File: config.mk
export PLATFORM = sky130hd
export DESIGN_NAME = bpu_update_queue
export DESIGN_NICKNAME = d
export VERILOG_FILES = /design/src/rtl/bpu_update_queue.sv
export SDC_FILE = /design/constraint.sdc
export NUM_CORES = 1
export LEC_CHECK = 0
export CELL_PAD_IN_SITES_DETAIL_PLACEMENT = 1
export CELL_PAD_IN_SITES_GLOBAL_PLACEMENT = 2
export CORE_ASPECT_RATIO = 1.5
export CORE_MARGIN = 1
export CORE_UTILIZATION = 46
export CTS_CLUSTER_SIZE = 10
export DETAILED_ROUTE_END_ITERATION = 10
export PLACE_DENSITY_LB_ADDON = 0.25
export SKIP_CTS_REPAIR_TIMING = 1
export SLEW_MARGIN = 0
export SYNTH_ARGS = -nofsm -noshare
export SYNTH_HDL_FRONTEND = slang
export SYNTH_SLANG_ARGS = --single-unit
File: constraint.sdc
create_clock -name in_Clk -period 7.7 [get_ports in_Clk]
set_clock_uncertainty 0.1 [all_clocks]
set_input_delay 1.54 -clock in_Clk [delete_from_list [all_inputs] [get_ports in_Clk]]
set_output_delay 1.54 -clock in_Clk [all_outputs]
set_load 0.01 [all_outputs]
File: src/rtl/bpu_update_queue.sv
// In-order queue of branch predictions awaiting resolution; pops the oldest entry
// into a registered PHT update. Optional stats counters via BPU_UPDQ_STATS_EN.
module bpu_update_queue #(
  parameter int unsigned ADDR_WIDTH = 9,
  parameter int unsigned DEPTH      = 8,
  parameter int unsigned PTR_WIDTH  = 3
) (
  input  logic                  in_Clk,
  input  logic                  in_Rst,
  input  logic                  in_pred_valid,
  input  logic [ADDR_WIDTH-1:0] in_pred_addr,
  input  logic                  in_pred_taken,
  output logic                  out_full,
  output logic                  out_empty,
  output logic [PTR_WIDTH:0]    out_count,
  input  logic                  in_res_valid,
  input  logic                  in_res_taken,
  output logic                  out_upd_valid,
  output logic [ADDR_WIDTH-1:0] out_upd_addr,
  output logic                  out_upd_taken,
  output logic                  out_mispredict,
  output logic                  out_res_err,
  input  logic                  in_flush
`ifdef BPU_UPDQ_STATS_EN
  ,
  output logic [31:0]           out_stat_resolved,
  output logic [31:0]           out_stat_mispred
`endif
);

  logic [ADDR_WIDTH-1:0] mem_addr  [DEPTH];
  logic                  mem_taken [DEPTH];

  logic [PTR_WIDTH-1:0]  wr_q, wr_d, rd_q, rd_d;
  logic [PTR_WIDTH:0]    count_q, count_d;
  logic                  upd_valid_q, upd_taken_q, mispred_q, res_err_q;
  logic [ADDR_WIDTH-1:0] upd_addr_q, upd_addr_d;
  logic                  upd_taken_d;

  logic res_ok, res_err, mispred, push_ok, squash;

  assign out_full  = (count_q == (PTR_WIDTH+1)'(DEPTH));
  assign out_empty = (count_q == '0);

  always_comb begin
    res_ok  = in_res_valid && !out_empty;
    res_err = in_res_valid && out_empty;
    mispred = res_ok && (mem_taken[rd_q] != in_res_taken);
    squash  = mispred || in_flush;
    // A pop in the same edge frees a slot, so a push against a full queue is legal then.
    push_ok = in_pred_valid && (!out_full || res_ok) && !squash;
    rd_d    = rd_q + (res_ok ? PTR_WIDTH'(1) : '0);
    if (squash) begin
      wr_d    = rd_d;
      count_d = '0;
    end else begin
      wr_d    = wr_q + (push_ok ? PTR_WIDTH'(1) : '0);
      count_d = count_q + (push_ok ? (PTR_WIDTH+1)'(1) : '0)
                        - (res_ok  ? (PTR_WIDTH+1)'(1) : '0);
    end
    upd_addr_d  = res_ok ? mem_addr[rd_q] : upd_addr_q;
    upd_taken_d = res_ok ? in_res_taken   : upd_taken_q;
  end

  always_ff @(posedge in_Clk) begin
    if (push_ok) begin
      mem_addr[wr_q]  <= in_pred_addr;
      mem_taken[wr_q] <= in_pred_taken;
    end
  end

  always_ff @(posedge in_Clk or posedge in_Rst) begin
    if (in_Rst) begin
      wr_q        <= '0;
      rd_q        <= '0;
      count_q     <= '0;
      upd_valid_q <= 1'b0;
      upd_addr_q  <= '0;
      upd_taken_q <= 1'b0;
      mispred_q   <= 1'b0;
      res_err_q   <= 1'b0;
    end else begin
      wr_q        <= wr_d;
      rd_q        <= rd_d;
      count_q     <= count_d;
      upd_valid_q <= res_ok;
      upd_addr_q  <= upd_addr_d;
      upd_taken_q <= upd_taken_d;
      mispred_q   <= mispred;
      res_err_q   <= res_err;
    end
  end

  assign out_count      = count_q;
  assign out_upd_valid  = upd_valid_q;
  assign out_upd_addr   = upd_addr_q;
  assign out_upd_taken  = upd_taken_q;
  assign out_mispredict = mispred_q;
  assign out_res_err    = res_err_q;

`ifdef BPU_UPDQ_STATS_EN
  logic [31:0] stat_res_q, stat_mis_q;

  always_ff @(posedge in_Clk or posedge in_Rst) begin
    if (in_Rst) begin
      stat_res_q <= '0;
      stat_mis_q <= '0;
    end else begin
      if (res_ok && (stat_res_q != '1)) stat_res_q <= stat_res_q + 32'd1;
      if (mispred && (stat_mis_q != '1)) stat_mis_q <= stat_mis_q + 32'd1;
    end
  end

  assign out_stat_resolved = stat_res_q;
  assign out_stat_mispred  = stat_mis_q;
`endif

endmodule

==> flow_summary_export.csv <==
group,metric,value,unit
die,die_width,80.8,um
synthesis,syn_nets,275,
timing,finalMaxSlewViolations,0,
hold_path,min_path_cells,2,
global_route,grt_pass1_vias,2370,
global_route,grt_pass1_wl,13000,um
timing,fin_setup_tns,0,ps
timing,fin_crit_sh,56.0,%
timing,finalSetupViolCount,0,
synthesis,yosys.area.top_type_share,56.1,%
critical_path,start_kind,"primary input",
drt,wire_per_inst,20.9,um
synthesis,yosysTopAreaCell,"edfxtp_1",
status,status,"completed",
pwr,leakagePower,1.81,nW
drt,vias,2245,
cts,cts_sinks,103,
cts,clock_latency,340,ps
flow_run,maxCapViolations,0,
critical_path,rr_endpoint,"out_count[1]",
drt,totalWireLength,8460,um
critical_path,end_kind,"flip-flop",
placement,hpwl,5450,um
layout,antenna_cells,0,
layout,fin_cells,405,
cts,clockBufferDepth,2,
global_route,track_usage,19.4,%
drt,via_per_inst,5.54,
synthesis,yosysWarningCount,0,
global_route,grt_antenna_before_repair,0,
critical_path,timing.rr.start,"rd_q[2]",
cts,cts_tree,"yes",
layout,fin_nets,317,
drt,drcViolationCount,0,
critical_path,cp_max_fo,18,
critical_path,critPathArrivalTime,4410,ps
layout,fin_util,56.2,%
cts,cts-htree-levels,3,
drt,dr.pass1.iters,4,
die,die_height,120,um
drt,drt_iter0_drc,114,
timing,clock.fmax,232,MHz
critical_path,cp_data_required_time,7790,ps
placement,dp_cells,389,
die,start_util,47.9,%
global_route,grt-ovfl-total,0,
placement,gp_congestion,0.706,
synthesis,synthTopCellsByArea,"edfxtp_1 56%, dfrtp_1 13%, mux4_2 7.4%",
cts,root_buffer,"clkbuf_16",
synthesis,ys_seq_area_share,69.6,%
timing,worstMarginPinSlew,917,ps
timing,hold_viol,0,
die,die_area,9700,um^2
die,ios,35,
critical_path,r2r_cells,8,
pwr,p_per_area,351,nW/um^2
layout,nFillCells,840,
synthesis,netlist_instances,248,
synthesis,synth-seq-cells,103,
critical_path,worstSetupPathType,"primary input to flip-flop",
global_route,grt_start_max_net_pins,24,
synthesis,syn_area,4280,um^2
die,core_area,8930,um^2
timing,slew_headroom,38.8,%
cts,cts.clk_slew.worst_paths,70,ps
critical_path,critPathLaunch,"in_res_valid",
placement,pre_cts_slack,3070,ps
critical_path,rrSetupSlack,4070,ps
layout,syn_to_final_growth,17.3,%
die,rows,42,
layout,final_layout_size_suffix_gt1_share,13.9,%
drt,postRouteAntennaNets,0,
pwr,power.total,1.76,mW
synthesis,synth.distinct_cells,32,
pwr,ir_drop,0.172,mV
timing,rsz0062_at_grt,"no",
cts,cts_made_buffers,9,
timing,setup_ws,3390,ps
hold_path,min_to,"out_upd_taken",
placement,portBuffers,34,
hold_path,min-delay-start,"out_upd_taken",
synthesis,syn_avg_cell_area,17.3,um^2
timing,post-route-min-period,4310,ps
hold_path,hold_path.class,"flip-flop to flip-flop",
cell families after synthesis:
| kind of cell | share of synthesized area [%] |
|---|---|
| flip-flops | 69.6 |
| buffers and inverters | 2.84 |
| XOR/XNOR | 0.818 |
| AO/OA/AOI/OAI | 2.10 |
| AND/OR/NAND/NOR | 6.49 |
| multiplexers | 14.8 |
| adder cells (fa/ha/maj) | 3.39 |
cell usage after synthesis, drive strengths merged:
cell type  number
nor2b           3
nand4b          3
edfxtp         80
a21oi           1
nand4           3
a21o            1
or3             2
nor3           11
nand2          22
o311ai          2
ha             10
or3b            1
mux2            3
xnor2           4
buf             6
nor3b           3
nand3           3
nand2b          1
dfrtp          23
nor2            3
mux4           19
clkbuf          6
o21ai          10
fa              1
o211a           1
inv            12
mux2i          14
flip-flops by register name (all words and copies together), names as in the netlist:
register and count:
out_upd_valid 1, mem_addr 72, mem_taken 8, out_count 4, out_upd_addr 9, rd_q 3
out_upd_taken 1, wr_q 3, out_res_err 1, out_mispredict 1
cell usage in the layout, fill, tap and decap left out, types with 2 or more instances in the layout:
cell,count
ha_1,10
clkdlybuf4s50_1,34
xnor2_1,4
clkbuf_1,2
edfxtp_1,80
nor3b_1,3
inv_6,2
nor2_1,3
o311ai_0,2
o21ai_0,10
mux2i_1,13
inv_1,12
nor3_1,11
clkbuf_16,9
dfrtp_1,23
mux2_2,3
nand4_1,3
nand2_1,22
mux4_1,5
or3_1,2
nand4b_1,3
nor2b_1,3
buf_4,9
mux4_2,14
nand3_1,3
per-layer routing:
metal  up-vias  wire (um)  track usage, %
li1       1029          -               -
met5         -          0               0
met4         0         78            6.03
met1      1174       3670            24.1
met2        37       4500            33.3
met3         5        206            4.11
worst max-delay path: stages:
cell and delay (ps):
clkdlybuf4s50_1 630, inv_1 110, or3_1 430, mux2i_4 470
or3_1 190, ha_1 210, inv_1 60, ha_1 180
fa_1 420, nor3b_1 150
where the power goes:
group          switching (mW)  internal [mW]  leakage, nW
Clock                   0.196          0.223        0.130
Combinational           0.279          0.299        0.676
Sequential             0.0796          0.688         1.01
worst max-delay path by stage:
stage,to,cells past startpoint
finish,out_count[1],10
global route,out_count[3],12
CTS,out_count[1],10
detailed placement,out_count[1],10
global placement,out_count[1],10
floorplan,out_count[1],10
through the flow:
| stage | hold WS [ps] | instance area, um^2 |
|---|---|---|
| after detailed placement | 371 | 4750 |
| after global placement | 363 | 4750 |
| after CTS | 388 | 5020 |
| after global routing | 416 | 5020 |
| after floorplan | 415 | 4280 |
| final | 377 | 5020 |
area by class of cell:
type / count / area (um^2) / area share (%)
Timing Repair Buffer: 43 / 408 / 8.12
Clock buffer: 11 / 233 / 4.63
Sequential cell: 103 / 2980 / 59.3
Tap cell: 110 / 138 / 2.74
Inverter: 12 / 45.0 / 0.897
Multi-Input combinational cell: 121 / 1180 / 23.5
Clock inverter: 5 / 40.0 / 0.797
No activity file was read; power rests on OpenSTA's default activity.
==> patch 1: new RTL, same settings <==
Take the reset off `upd_addr_q` and load it in a clocked block of its own.
--- a/src/rtl/bpu_update_queue.sv
+++ b/src/rtl/bpu_update_queue.sv
@@ -77,3 +77,2 @@
       upd_valid_q <= 1'b0;
-      upd_addr_q  <= '0;
       upd_taken_q <= 1'b0;
@@ -86,3 +85,2 @@
       upd_valid_q <= res_ok;
-      upd_addr_q  <= upd_addr_d;
       upd_taken_q <= upd_taken_d;
@@ -91,2 +89,6 @@
     end
+  end
+
+  always_ff @(posedge in_Clk) begin
+    upd_addr_q <= upd_addr_d;
   end
Check against the original RTL: differs if in_Rst is asserted again (counterexample within 4 cycles, from zero or initial values and one cycle with in_Rst high); with in_Rst held inactive, the same outputs for 10 cycles.
==> patch 1 against the original RTL <==
- power fell by 1.1%
- synthesized area fell by 0.56%
- cell area barely moved
- critical path depth rose by 1
- core utilization rose by 0.29 points
- register-to-register slack got worse by 0.07 ns
- synthesized cell count fell by 8.5%
- sequential power rose by 3.3%
- routed wire length fell by 5.1%
- sequential cell count did not move
- setup slack got worse by 0.019 ns
==> patch 1: results (changes against the original RTL) <==
metric	value	unit	change
outcome	completed		
synth_edf_count	89		+11%
grt_use_total	18.74	%	-0.61 points
peakVddDrop	0.1847	mV	+7.7%
clock_cell_area_share	5.535	%	+0.10 points
cts_made_buffers	9		unchanged
nonClkBufAreaFrac	8.277	%	+0.16 points
hold_start	out_upd_taken$_DFFE_PP0P_		
synth_warnings	0		unchanged
slowest_stage	o41ai_2		
grt_max_degree	21		-13%
wl_met1	3331	um	-9.2%
avgRoutedWirePerCell	20.73	um	-0.68%
drt_first_iter_violations	110		-3.5%
placed_cells	371		-4.6%
num_vias	2134		-4.9%
place_ws	3.032	ns	-0.03593 ns
internal_power	1.243	mW	+2.7%
finalNetCount	299		-5.7%
place_hpwl	5311	um	-2.6%
cts_buffer_depth	2		unchanged
synthTopCellsByCount	89 x edfxtp_1, 14 x dfrtp_1, 14 x mux4_2		
muxShareOfSynthArea	15.14	%	+0.35 points
total_power	1.744	mW	-1.1%
multi_input_gates	102		-16%
syn-instance-count	227		-8.5%
gp_congestion	0.7031		-0.41%
synth_area_leaders	edfxtp_1 63%, dfrtp_1 8.2%, mux4_2 7.4%		
postRouteAntennaNets	0		unchanged
ys_seq_area_share	71.02	%	+1.4 points
nFillCells	806		-4.0%
worstMarginPinSlew	0.9497	ns	+0.03278 ns
power_frac_seq	45.5	%	+2.0 points
final_cells	387		-4.4%
synth-compound-area-share	1.440	%	-0.66 points
drive_gt1_share	19.13	%	+5.2 points
syn2layout_area_growth	17.90	%	
ys_async_sr_fraction	13.59	%	-8.7 points
n_all_buffers	44		+2.3%
multi_input_area	0.001120	mm^2	-5.2%
r2r_start	out_count[2]$_DFF_PP0_		
io_buffers	34		unchanged
initial_core_util	47.93	%	about the same
place_area	0.004741	mm^2	-0.18%
p_leak	1.745	nW	-3.9%
first_global_vias	2326		-1.9%
synthXorXnorAreaFrac	0.8230	%	+0.0046 points
critPathArrivalTime	4.43	ns	+0.02 ns
grt_antenna_before_repair	0		unchanged
top_layer_used	met4		
num-clock-buffers	12		+1
seq_area	0.003023	mm^2	+1.5%
synth_cell_type_count	35		+9.4%
path_max_fanout	13		-5
worst_path_largest_cell_delay	0.67	ns	+0.04 ns
synth_ff_type	edfxtp_1		
synth-adder-area-share	3.410	%	+0.019 points
dr_wl_met2	4293	um	-4.6%
grt_pass1_wl	12520	um	-3.7%
synthesis.nets	254		-7.6%
## patch 1: worst max-delay path: cells and delay by family
| kind | cells | cell delay, ns |
|---|---|---|
| buffers and inverters | 4 | 0.95 |
| AOI/OAI and AO/OA | 1 | 0.67 |
| adders and majority gates | 3 | 0.83 |
| and+or+nand+nor | 3 | 0.42 |
## patch 1: worst paths after layout
| path | end | slack [ns] | cells past startpoint |
|---|---|---|---|
| max | out_count[1]$_DFF_PP0_ | 3.37 | 11 |
| min | out_upd_taken$_DFFE_PP0P_ | 0.42 | 2 |
| max reg2reg | out_count[1]$_DFF_PP0_ | 4.00 | 13 |
| min reg2reg | out_upd_taken$_DFFE_PP0P_ | 0.42 | 2 |
| max in group asynchronous | rd_q[0]$_DFF_PP0_ | 5.69 | 2 |
| min in group asynchronous | out_count[3]$_DFF_PP0_ | 1.45 | 2 |
## patch 1: layer usage
layer	global-route usage (%)	up-vias
met5	0	-
met4	8.147	0
met3	4.335	13
met2	31.78	42
met1	22.48	1097
li1	-	982
==> patch 2: new RTL, same settings <==
Without the edit above. The parameter `PTR_WIDTH` goes from 3 to 4.
--- a/src/rtl/bpu_update_queue.sv
+++ b/src/rtl/bpu_update_queue.sv
@@ -5,3 +5,3 @@
   parameter int unsigned DEPTH      = 8,
-  parameter int unsigned PTR_WIDTH  = 3
+  parameter int unsigned PTR_WIDTH  = 4
 ) (
Ports: changed (resized out_count); port bits go from 35 to 36. No check against the original RTL was run, so the function may have changed too.
==> patch 2 against the original RTL <==
- sequential cell count grew 1
- setup slack lost 0.32 ns
- clock power shrank 3%
- synthesized area grew 4.5%
- combinational power grew 11%
- non-clock buffer count grew 2
- via count grew 8.2%
- power grew 4.0%
- cell count grew 5.7%
- cell area grew 3.7%
- routed wire length grew 7.5%
- largest cell class unchanged
==> patch 2: results (changes against the original RTL) <==
metric	value	unit	change
outcome	completed		
peakVddDrop	0.2097	mV	+22%
synth_edf_count	80		unchanged
ys_seq_area_share	67.15	%	-2.4 points
diodes	0		unchanged
combPwrFrac	34.7	%	+2.0 points
grt_pass1_wl	13990	um	+7.6%
p_leak	1.903	nW	+4.9%
wl_met1	3630	um	-1.1%
cts_buffer_depth	2		unchanged
synth_area_leaders	edfxtp_1 54%, dfrtp_1 13%, mux4_2 8.1%		
synth_cell_type_count	43		+34%
hold_end	out_upd_addr[6]$_DFFE_PP0P_		
avgViaCountPerCell	5.678		+2.4%
finalNetCount	339		+6.9%
synthTopCellsByCount	80 x edfxtp_1, 24 x dfrtp_1, 21 x nand2_1		
worstSetupEndpoint	out_count[4]$_DFF_PP0_		
grt_util_met3	2.305	%	-1.8 points
hold_start	out_upd_addr[6]$_DFFE_PP0P_		
ys_async_sr_fraction	23.08	%	+0.75 points
dr.pass1.iters	4		unchanged
nFillCells	891		+6.1%
whs_path_depth	2		unchanged
drive_gt1_share	13.61	%	-0.29 points
routed_wl	9086	um	+7.5%
worstMarginPinSlew	1.008	ns	+0.09118 ns
io_buffers	35		+2.9%
cts_max_level	3		unchanged
power_frac_seq	43.0	%	-0.5 points
gp_congestion	0.8152		+15%
drt_first_iter_violations	114		unchanged
dr_wl_met2	5028	um	+12%
routed-wl-met3	149	um	-28%
post-route-drc-count	0		unchanged
grt_use_total	20.39	%	+1.0 points
synthesis.nets	299		+8.7%
critPathLaunch	in_res_valid		
synth_ff_type	edfxtp_1		
synth_warnings	0		unchanged
whs	0.3936	ns	+0.01656 ns
path_max_fanout	25		+7
r2r_start	out_count[3]$_DFF_PP0_		
largest_register_ffs	72		unchanged
first_global_vias	2611		+10%
reg2reg_slack	3.59	ns	-0.48 ns
p_sw_share	32.47	%	+1.0 points
grt_util_met1	22.18	%	-1.9 points
grt_max_degree	26		+8.3%
root_buffer	clkbuf_16		
clk_pin_slew	0.06	ns	
place_hpwl	5831	um	+6.9%
grt_antenna_before_repair	0		unchanged
use_met2	37.09	%	+3.8 points
total_power	1.835	mW	+4.0%
worst_r2r_path_depth	15		+7
worstSkewPairLatency	0.35	ns	
## patch 2: cell types whose count changed after synthesis, moves of 3 or more
| cell | unedited run | this run |
|---|---|---|
| a211oi_1 | 0 | 7 |
| a21boi_1 | 0 | 3 |
| a21oi_1 | 1 | 7 |
| and3_1 | 0 | 3 |
| clkbuf_1 | 6 | 9 |
| mux2_2 | 3 | 0 |
| nor3_1 | 11 | 1 |
| nor3b_1 | 3 | 0 |
## patch 2: area by class of cell
class | count | area share, %
flip-flops and latches | 104 | 57.66
multi-input cells | 139 | 25.56
repair buffers | 45 | 8.169
clock buffers | 10 | 4.397
well taps | 112 | 2.691
inverters | 12 | 0.8650
clock inverters | 6 | 0.6487
## patch 2: kinds of logic (layout without fill, tap and decap cells)
kind of cell             after synthesis  count (layout)  share of synthesized area, %
AO/OA/AOI/OAI                         36              36                         5.344
XOR/XNOR                               6               6                         1.343
adder cells (fa/ha/maj)               12              12                         3.525
buffers and inverters                 28              73                         3.190
flip-flops                           104             104                         67.15
multiplexers                          34              34                         13.18
AND/OR/NAND/NOR                       51              51                         6.267
## patch 2: per-stage QoR
step           instances  setup slack (ns)  util (%)  cell area, um^2
3_5_place_dp         412             2.768     52.82             4945
2_1_floorplan        271             3.536         -             4472
3_3_place_gp         412             2.895     52.82             4945
4_1_cts              428             3.114     55.63             5207
6_report             428             3.069     55.63             5207
5_1_grt              428             2.795     55.63             5207
## patch 2: critical path, stage by stage
cell and delay [ns]:
clkdlybuf4s50_1 0.64, nand2_1 0.09, buf_4 0.23, inv_1 0.45, ha_1 0.33, inv_1 0.05
ha_1 0.15, inv_1 0.05, fa_1 0.37, nor2b_1 0.16, o21bai_1 0.10, and3_1 0.16
a2111oi_0 0.39
